[config.mk]
export PLATFORM = sky130hd
export DESIGN_NAME = pulse_stretcher_flat
export DESIGN_NICKNAME = d
export VERILOG_FILES = /design/src/rtl/pulse_stretcher_if.sv /design/src/rtl/pulse_stretcher.sv /design/src/flat_wrapper.sv
export SDC_FILE = /design/constraint.sdc
export NUM_CORES = 1
export LEC_CHECK = 0
export CAP_MARGIN = 5
export CORE_AREA = 3 3 40 42
export CTS_BUF_LIST = sky130_fd_sc_hd__clkbuf_4 sky130_fd_sc_hd__clkbuf_8
export DETAILED_ROUTE_END_ITERATION = 12
export DIE_AREA = 0 0 43 45
export PLACE_DENSITY = 0.69
export SLEW_MARGIN = 40
export SYNTH_ARGS = -nofsm -noshare
export SYNTH_HDL_FRONTEND = slang
export SYNTH_SLANG_ARGS = --single-unit
[constraint.sdc]
create_clock -name clk -period 1.6 [get_ports clk]
set_input_delay 0.24 -clock clk [delete_from_list [all_inputs] [get_ports clk]]
set_output_delay 0.24 -clock clk [all_outputs]
set_load 0.01 [all_outputs]
[src/rtl/pulse_stretcher_if.sv]
// ----------------------------------------------------------------------------
// pulse_stretcher_if
// Groups the trigger input and the stretched-pulse status outputs of
// pulse_stretcher into one bundle.
//   in_pulse  : single-cycle trigger; every sampled-high cycle is one pulse
//   out_level : stretched level pulse
//   busy      : stretcher is not idle
//   pend_cnt  : queued pulses not yet replayed (PEND_W bits, saturating)
//   overflow  : one-cycle flag, a pulse was dropped on the previous edge
// The master modport belongs to the pulse source; the slave modport belongs
// to the stretcher.
// ----------------------------------------------------------------------------
interface pulse_stretcher_if #(
   parameter int PEND_W = 2
);
   logic              in_pulse;
   logic              out_level;
   logic              busy;
   logic [PEND_W-1:0] pend_cnt;
   logic              overflow;

   modport master (
      output in_pulse,
      input  out_level,
      input  busy,
      input  pend_cnt,
      input  overflow
   );

   modport slave (
      input  in_pulse,
      output out_level,
      output busy,
      output pend_cnt,
      output overflow
   );
endinterface : pulse_stretcher_if

[src/rtl/pulse_stretcher.sv]
// ----------------------------------------------------------------------------
// pulse_stretcher
// Turns single-cycle trigger pulses into fixed-width level pulses. Each
// accepted pulse gives HOLD_CYCLES cycles high followed by at least
// GAP_CYCLES cycles low. Pulses arriving while a burst is running are counted
// in a saturating pending counter and replayed back to back, one burst every
// HOLD_CYCLES+GAP_CYCLES cycles.
//
// Ports:
//   clk : clock, all logic on the rising edge
//   rst : synchronous active-low reset
//   bus : pulse_stretcher_if slave modport
//         in_pulse (in), out_level, busy, pend_cnt, overflow (out)
//
// Parameters:
//   HOLD_CYCLES : high cycles per burst (>= 1)
//   GAP_CYCLES  : forced-low cycles after each high phase (>= 1)
//   PEND_W      : pending counter width; queue holds up to 2**PEND_W-1
// ----------------------------------------------------------------------------
module pulse_stretcher #(
   parameter int HOLD_CYCLES = 4,
   parameter int GAP_CYCLES  = 2,
   parameter int PEND_W      = 2
) (
   input  logic             clk,
   input  logic             rst,
   pulse_stretcher_if.slave bus
);

   localparam int HOLD_W = (HOLD_CYCLES > 1) ? $clog2(HOLD_CYCLES) : 1;
   localparam int GAP_W  = (GAP_CYCLES  > 1) ? $clog2(GAP_CYCLES)  : 1;

   // Phase counters count down to zero; the edge that sees zero ends the phase.
   localparam logic [HOLD_W-1:0] HOLD_LOAD = HOLD_W'(HOLD_CYCLES - 1);
   localparam logic [GAP_W-1:0]  GAP_LOAD  = GAP_W'(GAP_CYCLES - 1);
   localparam logic [PEND_W-1:0] PEND_MAX  = '1;

   typedef enum logic [1:0] {
      IDLE = 2'd0,
      HIGH = 2'd1,
      GAP  = 2'd2
   } state_t;

   state_t            state_q, state_d;
   logic [HOLD_W-1:0] hold_q,  hold_d;
   logic [GAP_W-1:0]  gap_q,   gap_d;
   logic [PEND_W-1:0] pend_q,  pend_d;
   logic              ovf_q,   ovf_d;
   logic              pend_inc;
   logic              pend_dec;

   // -------------------------------------------------------------------------
   // Next-state and queue logic
   // -------------------------------------------------------------------------
   always_comb begin
      // NOTE: every signal written here gets a default first, so no path
      // through the case leaves one unassigned and no latch is inferred.
      state_d  = state_q;
      hold_d   = hold_q;
      gap_d    = gap_q;
      pend_d   = pend_q;
      ovf_d    = 1'b0;
      pend_inc = 1'b0;
      pend_dec = 1'b0;

      unique case (state_q)
         IDLE: begin
            // A pulse in IDLE starts a burst directly; it is never queued.
            if (bus.in_pulse) begin
               state_d = HIGH;
               hold_d  = HOLD_LOAD;
            end
         end

         HIGH: begin
            pend_inc = bus.in_pulse;
            if (hold_q == '0) begin
               state_d = GAP;
               gap_d   = GAP_LOAD;
            end else begin
               hold_d = hold_q - 1'b1;
            end
         end

         GAP: begin
            if (gap_q != '0) begin
               gap_d    = gap_q - 1'b1;
               pend_inc = bus.in_pulse;
            end else if (pend_q != '0) begin
               // Exit edge with a queued pulse: replay it. A pulse arriving
               // on this same edge joins the queue, netting no change.
               state_d  = HIGH;
               hold_d   = HOLD_LOAD;
               pend_dec = 1'b1;
               pend_inc = bus.in_pulse;
            end else if (bus.in_pulse) begin
               // Empty queue, fresh pulse on the exit edge: go straight back
               // to HIGH without passing through IDLE or touching the queue.
               state_d = HIGH;
               hold_d  = HOLD_LOAD;
            end else begin
               state_d = IDLE;
            end
         end

         default: state_d = IDLE;
      endcase

      // Saturating queue update. A simultaneous increment and decrement
      // cancel, so a full queue never overflows on a replay edge.
      if (pend_inc && !pend_dec) begin
         if (pend_q == PEND_MAX) begin
            ovf_d = 1'b1;
         end else begin
            pend_d = pend_q + 1'b1;
         end
      end else if (pend_dec && !pend_inc) begin
         pend_d = pend_q - 1'b1;
      end
   end

   // -------------------------------------------------------------------------
   // State register
   // -------------------------------------------------------------------------
   always_ff @(posedge clk) begin
      // NOTE: state is updated with non-blocking assignments so every register
      // samples the values from before this edge, regardless of statement order.
      if (!rst) begin
         state_q <= IDLE;
         hold_q  <= '0;
         gap_q   <= '0;
         pend_q  <= '0;
         ovf_q   <= 1'b0;
      end else begin
         state_q <= state_d;
         hold_q  <= hold_d;
         gap_q   <= gap_d;
         pend_q  <= pend_d;
         ovf_q   <= ovf_d;
      end
   end

   // Outputs are decoded straight from registered state, so they are glitch
   // free and carry no combinational path from in_pulse.
   assign bus.out_level = (state_q == HIGH);
   assign bus.busy      = (state_q != IDLE);
   assign bus.pend_cnt  = pend_q;
   assign bus.overflow  = ovf_q;

endmodule : pulse_stretcher

[src/flat_wrapper.sv]
// flat-port wrapper written by rule: the top's interface ports become plain ports
module pulse_stretcher_flat 
#(
   parameter int HOLD_CYCLES = 4,
   parameter int GAP_CYCLES  = 2,
   parameter int PEND_W      = 2
)
  (clk, rst, bus_in_pulse, bus_out_level, bus_busy, bus_pend_cnt, bus_overflow);
  pulse_stretcher_if #(.PEND_W(PEND_W)) bus_i ();
  input  logic clk;
  input  logic rst;
  input wire logic [$bits(bus_i.in_pulse)-1:0] bus_in_pulse;
  output wire logic [$bits(bus_i.out_level)-1:0] bus_out_level;
  output wire logic [$bits(bus_i.busy)-1:0] bus_busy;
  output wire logic [$bits(bus_i.pend_cnt)-1:0] bus_pend_cnt;
  output wire logic [$bits(bus_i.overflow)-1:0] bus_overflow;
  assign bus_i.in_pulse = bus_in_pulse;
  assign bus_out_level = bus_i.out_level;
  assign bus_busy = bus_i.busy;
  assign bus_pend_cnt = bus_i.pend_cnt;
  assign bus_overflow = bus_i.overflow;
  pulse_stretcher #(.HOLD_CYCLES(HOLD_CYCLES), .GAP_CYCLES(GAP_CYCLES), .PEND_W(PEND_W)) u_core (.clk(clk), .rst(rst), .bus(bus_i));
endmodule
# [After elaboration in Yosys (flattened, before gate mapping)]
# Index checks and enable logic that the tools add are counted.
[totals] regBits=8 in_bits=3 out_inout_bits=5
[op_classes] addsub=4 eq_ne=8 muxes=24 reduce_logical=16
[op_table] cell="2-bit 2-to-1 mux" count=11
[op_table] cell="2-bit one-hot mux with 3 select lines" count=2
[op_table] cell="1-bit 2-to-1 mux" count=9
[op_table] cell="2-bit != test, second input constant" count=4
[op_table] cell="2-bit nonzero test" count=4
[op_table] cell="2-bit AND reduction" count=3
[op_table] cell="3-bit AND reduction" count=2
[op_table] cell="2-bit equality test, second input constant" count=2
[op_table] cell="2-bit logical NOT" count=2
[op_table] cell="1-bit one-hot mux with 2 select lines" count=2
[op_table] cell="2-bit by 1-bit subtractor with 2-bit output, second input constant" count=2
[op_table] cell="3-bit nonzero test" count=1
[op_table] cell="2-bit by 1-bit adder with 2-bit output, second input constant" count=1
[op_table] cell="2-bit by 1-bit equality test with 1-bit output, second input constant" count=1
[op_table] cell="1-bit logical AND" count=2
[op_table] cell="1-bit logical NOT" count=2
[op_table] cell="2-bit by 1-bit != test with 1-bit output, second input constant" count=1
[op_table] cell="1-bit subtractor, second input constant" count=1

# [Depth between registers and ports, before layout]
# Gate-level depths: netlist (run 1).
[depth] depth_word=8 ltp_mapped=6 ltp_nobuf=6

# [Least setup slack after synthesis (run 1)]
# OpenSTA, ideal clock, no wires.
[synth_path] kind="register -> register" from="reg u_core.state_q[0]" to="reg u_core.pend_q[1] (netlist: u_core.bus.pend_cnt[1])" setup_time_ps=115 arrival_ps=1414 t_required_ps=1485 setup_slack_ps=72 stages_incl_launch_ff=6 n_path_buf=0 synth_period_minus_slack_ps=1528 cell_sequence="dfxtp_1 inv_1 ha_1 and2_2 o41a_1 o21a_1"
[synth_via] elab_chain_cells=6
[synth_rtl] element="from (decl)" line="pulse_stretcher.sv:44" source="state_t state_q, state_d;"
[synth_rtl] element="from (signal assigned)" line="pulse_stretcher.sv:135" source="state_q <= state_d;"
[synth_rtl] element="2-bit equality test / 2-bit by 1-bit equality test with 1-bit output (equally long branches)" line="pulse_stretcher.sv:66" source="unique case (state_q)"
[synth_rtl] element="1-bit one-hot mux with 2 select lines / 1-bit 2-to-1 mux (equally long branches)" line="pulse_stretcher.sv:66"
[synth_rtl] element="1-bit logical NOT (on tied branches)" line="pulse_stretcher.sv:117, pulse_stretcher.sv:111"
[synth_rtl] element="1-bit logical AND (on tied branches)" line="pulse_stretcher.sv:117, pulse_stretcher.sv:111"
[synth_rtl] element="2-bit nonzero test (no source line) / 2-bit != test (equally long branches)"
[synth_rtl] element="2-bit AND reduction (no source line)"
[synth_rtl] element="to (signal assigned)" line="pulse_stretcher.sv:138" source="pend_q <= pend_d;"
[synth_rtl] element="to (decl)" line="pulse_stretcher.sv:47" source="logic [PEND_W-1:0] pend_q, pend_d;"
# Several ways; a longest one is shown, not always the timed one.
# A chain may end at the register's enable or synchronous reset.

# [Worst setup path in the final report (run 1)]
[layout_path] from="reg u_core.state_q[0]" to="reg u_core.pend_q[0] (netlist: u_core.bus.pend_cnt[0])"
# The elaborated chain is that of the path after synthesis.

==> results of run 1 <==
## cell families after synthesis
family	count (synthesis)
AOI/OAI and AO/OA	23
and+or+nand+nor	18
buffers and inverters	10
DFF	8
adders and majority gates	6
muxes	1
## area by class of cell
cell class | count | area [um^2]
inverters | 10 | 37.5
clock buffers | 3 | 22.5
flip-flops and latches | 8 | 163
fillers | 133 | 568
multi-input cells | 48 | 355
well taps | 15 | 18.8
repair buffers | 14 | 120
## stage by stage
step                      total power, W  TNS, ns  setup WS (ns)
after floorplan                 0.000731        0         0.0716
after global placement          0.000975  -0.0102        -0.0102
after detailed placement        0.000989        0         0.0102
after CTS                        0.00117        0         0.0161
after global routing             0.00129   -0.270         -0.119
final                            0.00118  -0.0153        -0.0153
## registers in the layout, indices dropped and copies added, names as in the netlist
register and count:
u_core.bus.pend_cnt 2, u_core.hold_q 2, u_core.state_q 2, u_core.bus.overflow 1, u_core.gap_q 1
## power by group
group	total (W)	internal (W)	switching (W)
clock network	0.000169	0.0000868	0.0000820
registers	0.000323	0.000261	0.0000625
logic	0.000686	0.000329	0.000358
## metal layers
metal	part of all wire	vias to the layer above
met5	0	-
met2	0.51	9
met4	0.017	0
met1	0.44	251
met3	0.033	4
li1	-	272
## how the worst max path moves through the flow
stage	from	to	slack, ns	cells past startpoint
floorplan	u_core.state_q[0]	u_core.bus.pend_cnt[1]	0.07	5
global placement	bus_in_pulse	u_core.bus.pend_cnt[0]	-0.01	5
detailed placement	bus_in_pulse	u_core.bus.pend_cnt[0]	0.01	5
CTS	u_core.state_q[0]	u_core.bus.pend_cnt[1]	0.02	5
global route	u_core.state_q[0]	u_core.bus.pend_cnt[0]	-0.12	6
finish	u_core.state_q[0]	u_core.bus.pend_cnt[0]	-0.02	6
## worst max-delay path, delay by kind of cell (launching register included)
| family | cells | cell delay [ns] |
|---|---|---|
| DFF | 1 | 0.37 |
| AOI/OAI and AO/OA | 3 | 0.64 |
| buffers and inverters | 1 | 0.07 |
| and+or+nand+nor | 1 | 0.13 |
| adders and majority gates | 1 | 0.34 |
## synthesized netlist by cell type, drive strengths merged (2+ instances only)
| cell type | instances |
|---|---|
| nand2 | 6 |
| o21ai | 3 |
| ha | 6 |
| inv | 10 |
| dfxtp | 8 |
| nand2b | 2 |
| a21oi | 6 |
| a31oi | 3 |
| and3 | 2 |
| nor2 | 3 |
| o211ai | 2 |
==> reports/summary.txt, run 1 <==
HP Start - u_core.hold_q[1]
N_diodes - 0
I/O Pins - 8
Synth Area in Compound Gates - 0.290
Crit Reg-Reg Endpoint - u_core.bus.pend_cnt[0]
DP Wirelength - 1010 um
Global-route wire length before repair - 2290 um
Worst path arrival time - 1.81 ns
Root Driver - clkbuf_4
Post-CTS Resized - 6
Crit path time final - 1.62 ns
Initial DRC count - 8
Synth Cell Area - 539 um^2
Lkg Pwr - 0.309 nW
Starting Density - 0.420
CTS tree - done
CTS sink cnt - 8
Grt met2 use - 0.287
Avg WL per Cell - 14.1 um
CP max-delay cell - a2111oi_1
Sequential fraction of the synthesis area - 0.297
Tcrit/Tclk final - 1.01
Slew at the pin closest to its max-slew limit - 0.395 ns
Placer Congestion - 0.788
EDFF count, synth - 0
Met3 Track Usage GR - 0.0359
Clk_lat worst skew - 0.27 ns
Fmax achieved - 619 MHz
Crit Path Category - reg -> reg
Top FF cell, synth - dfxtp_1
Most frequent cells in the layout - inv_1, buf_4, a21oi_1, nand2_1, dfxtp_1
Initial antenna violation count - 0
Most used cell, CP - a31oi_1
DRT Pass-1 Iters - 4
Yosys top cell by area - dfxtp_1
Via density - 5.47
Via Count - 536
Largest family of logic cells by synthesized area - compound AO/OA/AOI/OAI gates
Layout cell share with drive strength beyond 1 - 0.205
CTS buffer count - 3
Hold buffer count at CTS - 0
Hold Violations, Final - 0
Rel. slew slack - 0.736
Final slew viol count - 0
Adder-cell share of the synthesized area - 0.139
Dpl cells - 95
Worst-case reg-to-reg path depth - 6
Hold depth - 2
Placed inst area - 681 um^2
Design Area, Final - 717 um^2
Synth Register Bits - 8
Final Util - 0.558
Worst hold slack - 0.552 ns
Synth Area in Simple Gates - 0.186
Synth area leaders - dfxtp_1, ha_1, inv_1
Hold Path Class - reg -> reg
Worst path required time - 1.79 ns
IO buf count - 7
Net count, final - 94
Power density over the cells - 1640 nW/um^2
Hold path endpoint - u_core.hold_q[1]
Async SR Flop Fraction - 0
Yosys warnings - 0
Final worst-path setup slack - -0.0153 ns
GR Overflow Total - 0
Cell Chain, Critical Path - inv_1 -> ha_1 -> nand2_1 -> a2111oi_1 -> a31oi_1 -> a31oi_1
Final WL - 1380 um
Most common cell after layout, fill and taps aside - inv_1
Avg Cell Area, Syn - 8.17 um^2
Synth unique cells - 28
Non-filler cells, final - 98
GR peak layer - met2
Syn Nets - 75
Row Count - 13
Grt met1 use - 0.186
Critical path capture point type - flip-flop
Vias in the first global route - 523
Status - finished with violations
Max Cap Viol - 0
Post-CTS Setup Bufs - 0
FF-to-FF Start - u_core.state_q[0]
Clock slew at reported path FFs - 0.06 ns
Clock skew - 0.00385 ns
Setup slack, reg-to-reg - -0.02 ns
Post-Synth XOR/XNOR Area - 0
Cells after Synth - 66
Die height - 45 um
Die area - 1940 um^2
GRT Util Overall - 0.162
Startpoint Class - flip-flop
Die W - 43 um
H-tree levels - 1
Failing checks - negative setup slack
Final ANT Viol Nets - 0
Crit-path max FO - 4
Yosys top cell area share - 0.297
# DRC - 0
Mux contribution to synthesized area - 0.0186
Clock tree buffer depth - 2
Final setup viols - 1
Core area - 1280 um^2
RSZ-0062 raised after global routing - true
Maximum vdd drop - 844 uV
Area Growth Syn to Fin - 32.9%
Largest net degree at the start of global routing - 10
Max incr delay on CP - 0.44 ns
(Power assumes the default switching activity.)
==> run 2, diff against run 1 <==
--- a/config.mk
+++ b/config.mk
@@ -5,13 +5,14 @@
 export SDC_FILE = /design/constraint.sdc
 export NUM_CORES = 1
 export LEC_CHECK = 0
-export CAP_MARGIN = 5
+export CAP_MARGIN = 30
 export CORE_AREA = 3 3 40 42
 export CTS_BUF_LIST = sky130_fd_sc_hd__clkbuf_4 sky130_fd_sc_hd__clkbuf_8
 export DETAILED_ROUTE_END_ITERATION = 12
 export DIE_AREA = 0 0 43 45
 export PLACE_DENSITY = 0.69
-export SLEW_MARGIN = 40
+export RECOVER_POWER = 25
+export SLEW_MARGIN = 20
 export SYNTH_ARGS = -nofsm -noshare
 export SYNTH_HDL_FRONTEND = slang
 export SYNTH_SLANG_ARGS = --single-unit
==> run 2 against run 1 <==
The run still ends with negative setup slack left. Sequential share of layout area increased by 0.12 points. Global-route usage unchanged. Register-to-register slack about the same. Non-clock buffer count unchanged.
==> reports/summary.txt, run 2 (synthesis results as in run 1) <==
Root Driver - clkbuf_4
Net count, final - 94 (unchanged)
Max incr delay on CP - 0.44 ns (about the same)
Initial DRC count - 7 (-1)
Power density over the cells - 1640 nW/um^2 (-0.17%)
Clock slew at reported path FFs - 0.06 ns (about the same)
DP Wirelength - 1010 um (unchanged)
Die W - 43 um (unchanged)
Hold Path Class - reg -> reg
Most frequent cells in the layout - inv_1, a21oi_1, nand2_1, buf_4, dfxtp_1
Most used cell, CP - a31oi_1
Max Cap Viol - 0 (unchanged)
Hold buffer count at CTS - 0 (unchanged)
Cell Chain, Critical Path - inv_1 -> ha_1 -> nand2_1 -> a2111oi_1 -> a31oi_1 -> a31oi_1
Maximum vdd drop - 818 uV (-3.1%)
Combinational share of power - 0.581 (about the same)
Final slew viol count - 0 (unchanged)
Placed inst area - 681 um^2 (unchanged)
Via density - 5.47 (unchanged)
N_diodes - 0 (unchanged)
Die height - 45 um (unchanged)
Most common cell after layout, fill and taps aside - inv_1
Switch Pwr - 0.000499 W (-0.56%)
Starting Density - 0.420 (unchanged)
Status - finished with violations
Critical path capture point type - flip-flop
Worst hold slack - 0.552 ns (unchanged)
Core area - 1280 um^2 (unchanged)
GR Overflow Total - 0 (unchanged)
Final ANT Viol Nets - 0 (unchanged)
RSZ-0062 raised after global routing - true
Largest net degree at the start of global routing - 10 (unchanged)
Clock tree buffer depth - 2 (unchanged)
Avg WL per Cell - 14.0 um (-0.58%)
Final setup viols - 1 (unchanged)
CTS buffer count - 3 (unchanged)
Layout cell share with drive strength beyond 1 - 0.193 (-0.0120)
CP max-delay cell - a2111oi_1
H-tree levels - 1 (unchanged)
Row Count - 13 (unchanged)
Placer Congestion - 0.788 (unchanged)
Vias in the first global route - 523 (unchanged)
Slew at the pin closest to its max-slew limit - 0.395 ns (-0.00000763 ns)
CTS sink cnt - 8 (unchanged)
Crit Path Category - reg -> reg
Pwr Total - 0.00117 W (-0.69%)
Tcrit/Tclk final - 1.01 (about the same)
Crit path time final - 1.62 ns (+0.0000458 ns)
DRT Pass-1 Iters - 4 (unchanged)
I/O Pins - 8 (unchanged)
Startpoint Class - flip-flop
Net Sw Frac - 0.427 (+0.000544)
Worst path required time - 1.79 ns (about the same)
Crit-path max FO - 4 (unchanged)
Clk_lat worst skew - 0.26 ns (about the same)
Int Pwr - 0.000671 W (-0.78%)
Die area - 1940 um^2 (unchanged)
IO buf count - 7 (unchanged)
CTS tree - done
Setup Total Neg Slack - -0.0154 ns (-0.0000458 ns)
Via Count - 536 (unchanged)
Clock group share of total power - 0.143 (about the same)
Rel. slew slack - 0.736 (about the same)
Final worst-path setup slack - -0.0154 ns (-0.0000458 ns)
# DRC - 0 (unchanged)
Hold Violations, Final - 0 (unchanged)
Initial antenna violation count - 0 (unchanged)
Area Growth Syn to Fin - 32.3%
Clock skew - 0.00241 ns (-0.00144 ns)
Lkg Pwr - 0.308 nW (-0.19%)
Fmax achieved - 619 MHz (about the same)
Global-route wire length before repair - 2290 um (unchanged)
Flop pwr share - 0.276 (+0.002)
Design Area, Final - 713 um^2 (-0.52%)
Worst path arrival time - 1.81 ns (about the same)
Final WL - 1380 um (-0.58%)
Failing checks - negative setup slack
GRT Util Overall - 0.162 (unchanged)
[run 2: changes by cell type in the layout (fill, tap and decap cells not counted)]
cell             previous run  this run
buf_4                       7         6
clkdlybuf4s50_1             5         4
clkbuf_1                    0         1
dlygate4sd3_1               0         1
[run 2: layout make-up]
type / count / area, um^2
fill: 133 / 572
multi-input combinational: 48 / 355
sequential: 8 / 163
timing repair buffer: 14 / 116
inverter: 10 / 37.5
clock buffer: 3 / 22.5
tap: 15 / 18.8
[run 2: per-stage QoR]
step	setup WS [ns]	cells	utilization
6_report	-0.0154	98	0.555
5_1_grt	-0.119	98	0.555
4_1_cts	0.0161	98	0.556
3_5_place_dp	0.0102	95	0.530
3_3_place_gp	-0.0102	95	0.530
2_1_floorplan	0.0716	66	-
[run 2: worst paths after layout]
| check | start | end | slack (ns) | cells after the start |
|---|---|---|---|---|
| worst max-delay path | u_core.state_q[0] | u_core.bus.pend_cnt[0] | -0.02 | 6 |
| worst min-delay path | u_core.hold_q[1] | u_core.hold_q[1] | 0.55 | 2 |
| worst max register to register | u_core.state_q[0] | u_core.bus.pend_cnt[0] | -0.02 | 6 |
| worst min register to register | u_core.hold_q[1] | u_core.hold_q[1] | 0.55 | 2 |
[run 2: power by group through the flow]
stage	clock, W	sequential, W	combinational [W]
CTS	0.000172	0.000320	0.000678
finish	0.000167	0.000323	0.000680
detailed placement	0	0.000314	0.000674
global route	0.000176	0.000332	0.000774
global placement	0	0.000313	0.000662
floorplan	0	0.000309	0.000422
[run 2: timing repair]
item / in CTS / in global routing
setup endpoints to repair: 2 / 4
buffers inserted: 0 / 0
resized for setup: 6 / 3
endpoints found under the hold margin: 0 / 0
[run 2: per-layer routing]
metal  wire length (um)  track usage
met4                 23       0.0723
met2                697        0.287
met3                 45       0.0359
met5                  0            0
met1                610        0.186
[run 2: worst max-delay path, delay by kind of cell (launching register included)]
family                   cells  cell delay [ns]
flip-flops                   1             0.37
AND/OR/NAND/NOR              1             0.13
buffers and inverters        1             0.07
AO/OA/AOI/OAI                3             0.64
adder cells (fa/ha/maj)      1             0.34
